File: src/rtl/instruction_fetch_unit.sv
`default_nettype none
// ============================================================================
// Module      : instruction_fetch_unit
// Description : PC register and IF/ID pipeline register with redirect/stall
//               control. Optional performance counters are enabled by
//               defining FETCH_PERF_COUNTERS_EN.
// Revision    : 1.0 - initial release
// ============================================================================
module instruction_fetch_unit #(
    parameter logic [63:0] RESET_PC = 64'h0
) (
    input  logic        clk,
    input  logic        reset,
    output logic [63:0] Inst_Address,
    input  logic [31:0] Instruction,
    input  logic        stall,
    input  logic        redirect,
    input  logic [63:0] redirect_target,
    output logic        id_valid,
    output logic [63:0] id_pc,
    output logic [31:0] id_instruction,
    output logic [63:0] id_pc_plus4,
`ifdef FETCH_PERF_COUNTERS_EN
    output logic [63:0] fetch_count,
    output logic [63:0] bubble_count,
`endif
    output logic        misaligned_redirect
);

    localparam logic [31:0] NOP_INSTR = 32'h0000_0013;

    logic [63:0] pc;
    logic [63:0] pc_next_seq;

    // Memory address depends only on the PC register, never on Instruction.
    assign Inst_Address = pc;
    assign pc_next_seq  = pc + 64'd4;

    always_ff @(posedge clk) begin
        if (reset) begin
            pc                  <= RESET_PC;
            id_valid            <= 1'b0;
            id_pc               <= 64'h0;
            id_pc_plus4         <= 64'h0;
            id_instruction      <= NOP_INSTR;
            misaligned_redirect <= 1'b0;
        end else if (redirect) begin
            // Redirect wins over stall; the decode slot becomes a NOP bubble.
            pc                  <= {redirect_target[63:2], 2'b00};
            id_valid            <= 1'b0;
            id_instruction      <= NOP_INSTR;
            misaligned_redirect <= |redirect_target[1:0];
        end else if (stall) begin
            misaligned_redirect <= 1'b0;
        end else begin
            pc                  <= pc_next_seq;
            id_valid            <= 1'b1;
            id_pc               <= pc;
            id_instruction      <= Instruction;
            id_pc_plus4         <= pc_next_seq;
            misaligned_redirect <= 1'b0;
        end
    end

`ifdef FETCH_PERF_COUNTERS_EN
    always_ff @(posedge clk) begin
        if (reset) begin
            fetch_count  <= 64'h0;
            bubble_count <= 64'h0;
        end else if (redirect || stall) begin
            bubble_count <= bubble_count + 64'd1;
        end else begin
            fetch_count  <= fetch_count + 64'd1;
        end
    end
`endif

endmodule
`default_nettype wire

File: config.mk
export PLATFORM = sky130hd
export DESIGN_NAME = instruction_fetch_unit
export DESIGN_NICKNAME = d
export VERILOG_FILES = /design/src/rtl/instruction_fetch_unit.sv
export SDC_FILE = /design/constraint.sdc
export NUM_CORES = 1
export LEC_CHECK = 0
export CORE_MARGIN = 2
export CORE_UTILIZATION = 30
export CTS_BUF_LIST = sky130_fd_sc_hd__clkbuf_8
export DETAILED_ROUTE_END_ITERATION = 16
export HOLD_SLACK_MARGIN = 0.12
export PLACE_DENSITY_LB_ADDON = 0.1
export SLEW_MARGIN = 20
export SYNTH_ARGS = -nofsm -noshare
export SYNTH_HDL_FRONTEND = slang
export SYNTH_SLANG_ARGS = --single-unit
File: constraint.sdc
create_clock -name clk -period 3.1 [get_ports clk]
set_input_delay 0.62 -clock clk [delete_from_list [all_inputs] [get_ports clk]]
set_output_delay 0.62 -clock clk [all_outputs]
set_load 0.005 [all_outputs]
==> results of run 1 <==
[tightest hold or removal path: stages (launching register included)]
cell     delay (ns)
dfxtp_1        0.30
nand2_1        0.05
a21oi_1        0.05
[cell type report]
cell class	count	share of cell area
multi-input combinational	918	0.357
clock inverter	18	0.00645
antenna	1	0.000165
timing repair buffer	396	0.252
clock buffer	59	0.0537
sequential	220	0.291
inverter	9	0.00232
tap	448	0.0370
[worst max-delay path by stage]
stage / end / slack [ns]
6_report: Inst_Address[50] / 0.18
5_1_grt: Inst_Address[50] / 0.09
4_1_cts: Inst_Address[50] / 0.21
3_5_place_dp: Inst_Address[50] / 0.23
3_3_place_gp: Inst_Address[50] / 0.22
2_1_floorplan: Inst_Address[50] / 0.34
[state kept, by name (all words and copies together) (netlist names)]
name and flops:
Inst_Address 62, id_pc_plus4 62, id_valid 1, id_pc 62, id_instruction 32, misaligned_redirect 1
[stage by stage]
| step | power [mW] | cells | worst slack [ns] |
|---|---|---|---|
| finish | 7.24 | 2069 | 0.181 |
| global placement | 4.24 | 1991 | 0.217 |
| detailed placement | 4.24 | 1991 | 0.226 |
| CTS | 7.35 | 2068 | 0.210 |
| floorplan | 3.59 | 1271 | 0.343 |
| global route | 7.57 | 2069 | 0.0867 |
[kinds of logic (layout without fill, tap and decap cells)]
kind of cell    count (synthesis)  in the layout
simple gates                  571            571
compound gates                229            229
flops                         220            220
buf+inv                       133            482
xor+xnor                       73             73
mux                            38             38
fa+ha+maj                       1              1
other cells                     1              7
[cells in the final DEF, fill, tap and decap left out, types with 26 or more instances in the layout]
master / Yosys / final
clkbuf_8: 0 / 59
nor4_1: 33 / 33
nand2_1: 166 / 165
xnor2_1: 56 / 56
nor2_1: 164 / 163
nand3_1: 30 / 30
buf_4: 10 / 74
nand4_1: 39 / 39
mux2i_1: 38 / 38
a21oi_1: 74 / 74
nor3_1: 29 / 29
a311oi_1: 28 / 28
clkdlybuf4s50_1: 0 / 316
a211oi_1: 70 / 70
dfxtp_1: 220 / 220
or3_1: 26 / 26
[per-layer routing]
metal  wire length [µm]  up-vias  global-route usage
met2              18400      417               0.348
met5                 10        -                   0
met4                885        2              0.0620
met3               3790       65              0.0701
li1                   -     5183                   -
met1              18300     4992               0.300
[power groups by stage]
stage	registers, mW	clock network, mW	logic (mW)
after global placement	3.16	0	1.09
after CTS	3.10	3.16	1.09
final	3.10	3.06	1.08
after floorplan	3.15	0	0.442
after detailed placement	3.16	0	1.09
after global routing	3.12	3.27	1.18
==> qor.txt, run 1 <==
Reg2reg end: Inst_Address[50]
Final hold slack: 0.452 ns
Asr flop ratio synth: 0
Top FF cell, synth: dfxtp_1
Most numerous cell on the critical path: or4_1
Clock power frac: 0.423
WP depth: 6
Worst Max-Slew Pin Slew: 0.737 ns
Synth cell types: 52
Initial core utilization: 0.306
Number of global-route vias before repair: 10320
Count leader, synth: dfxtp_1
Endpoint with the worst hold slack: id_pc[53]
Hold Path Cell Cnt: 2
Status: finished clean
Int Power: 5.31 mW
DR WL/cell: 20.0 µm
Peak supply drop: 0.311 mV
Die X: 189 µm
Skew final: 0.0172 ns
Simple-gate share of the synthesized area: 0.271
Area of the multi-input gates: 5410 µm²
Placed Area: 14200 µm²
R2R depth: 6
# fillers: 3387
Combinational share of power: 0.149
Max-Cap Viols: 0
Leading area contributor after synthesis: dfxtp_1
Worst path required time: 3.55 ns
Highest clock rate: 343 MHz
CTS Sinks: 220
Psw: 1.93 mW
Combinational family with the most area after synthesis: simple AND/OR/NAND/NOR gates
Die footprint: 35900 µm²
Initial antenna violation count: 2
Family with the most delay on the worst path: simple AND/OR/NAND/NOR gates
Tcrit/Tclk final: 0.942
Seq/Total Area, Yosys: 0.427
Nature of the critical path startpoint: flop
Crit Path Category: flop to flop
Post-synthesis xor/xnor area fraction: 0.0620
Delay of the slowest cell on the worst path: 0.78 ns
LEAKAGE: 5.24 nW
Register area: 4400 µm²
H-tree depth: 2
Area Growth Syn to Fin: 46.6%
Post-synth top cells: dfxtp_1, nand2_1, nor2_1
Pre-antenna DRT Iters: 5
# setup viols final: 0
Post-CTS Hold Fix Bufs: 0
Clk_lat worst skew: 0.55 ns
Mapped Avg Cell Area: 8.15 µm²
CP Max Fanout: 9
Critical Path AT: 3.37 ns
Core Util, Final: 0.449
Max clock buf depth: 3
First-pass GRT wire length: 63.0 mm
Antenna viol nets, final: 0
Mux cell area share after synthesis: 0.0369
Crit path capture type: flop
Pins Over Slew Limit: 0
Post-DP HPWL: 29.6 mm
Grt ovf: 0
# nets final: 1689
Via-to-Cell Ratio: 5.15
# port buffers: 319
Worst rel slew slack: 0.508
RSZ-0062 raised after global routing: no
All-Layer GR Usage: 0.224
Core area: 33700 µm²
Yosys warns: 0
Post-CTS resize count: 0
Final wirelength: 41.4 mm
DRC violations left: 0
Total CTS buffers: 43
Switching part of the total: 0.266
Reg power frac: 0.428
Root buf cell: clkbuf_8
Worst-path clk slew: 0.06 ns
Critical path, cell by cell: ha_1 -> nand3_2 -> or4_1 -> or4_1 -> or4_1 -> a311oi_1
Post-synth EDFFs: 0
Share of cells above drive strength 1: 0.0938
Minimum clock period: 2.92 ns
Die height: 189 µm
# IOs: 326
CTS tree: yes
Top-area cell type share of the netlist area: 0.427
Iteration-0 DRC Markers: 630
Worst Setup SP: Inst_Address[3]
Crit path max-delay cell type: or4_1
Crit path buffers/inverters: 0
Flops & latches, synth: 220
RR Startpoint: Inst_Address[3]
Design Area, Final: 15100 µm²
Largest cells by area after synthesis: dfxtp_1, nand2_1, nor2_1, a211oi_1, xnor2_1
Sum Neg Setup Slack: 0 ns
Hold path start: id_pc[53]
Gpl congestion: 0.842
PwrDens: 478 nW/µm²
Pin count of the biggest net entering global routing: 95
Post-CTS Setup Inserts: 0
R2R Setup Slk: 0.18 ns
Post-Syn Area: 10300 µm²
Rows: 67
DR vias: 10659
Final Hold Viols: 0
Synth Area in Compound Gates: 0.149
Cell count after synthesis: 1266
HP Class: flop to flop
Post-Synth Adder-Cell Area: 0.00121
(Power assumes the default switching activity.)
==> inputs of run 2 (changes only) <==
HOLD_SLACK_MARGIN = unset   (was 0.12)
==> results of run 2 <==
Same layout as run 1: the final DEF is identical, and so are final timing and power.
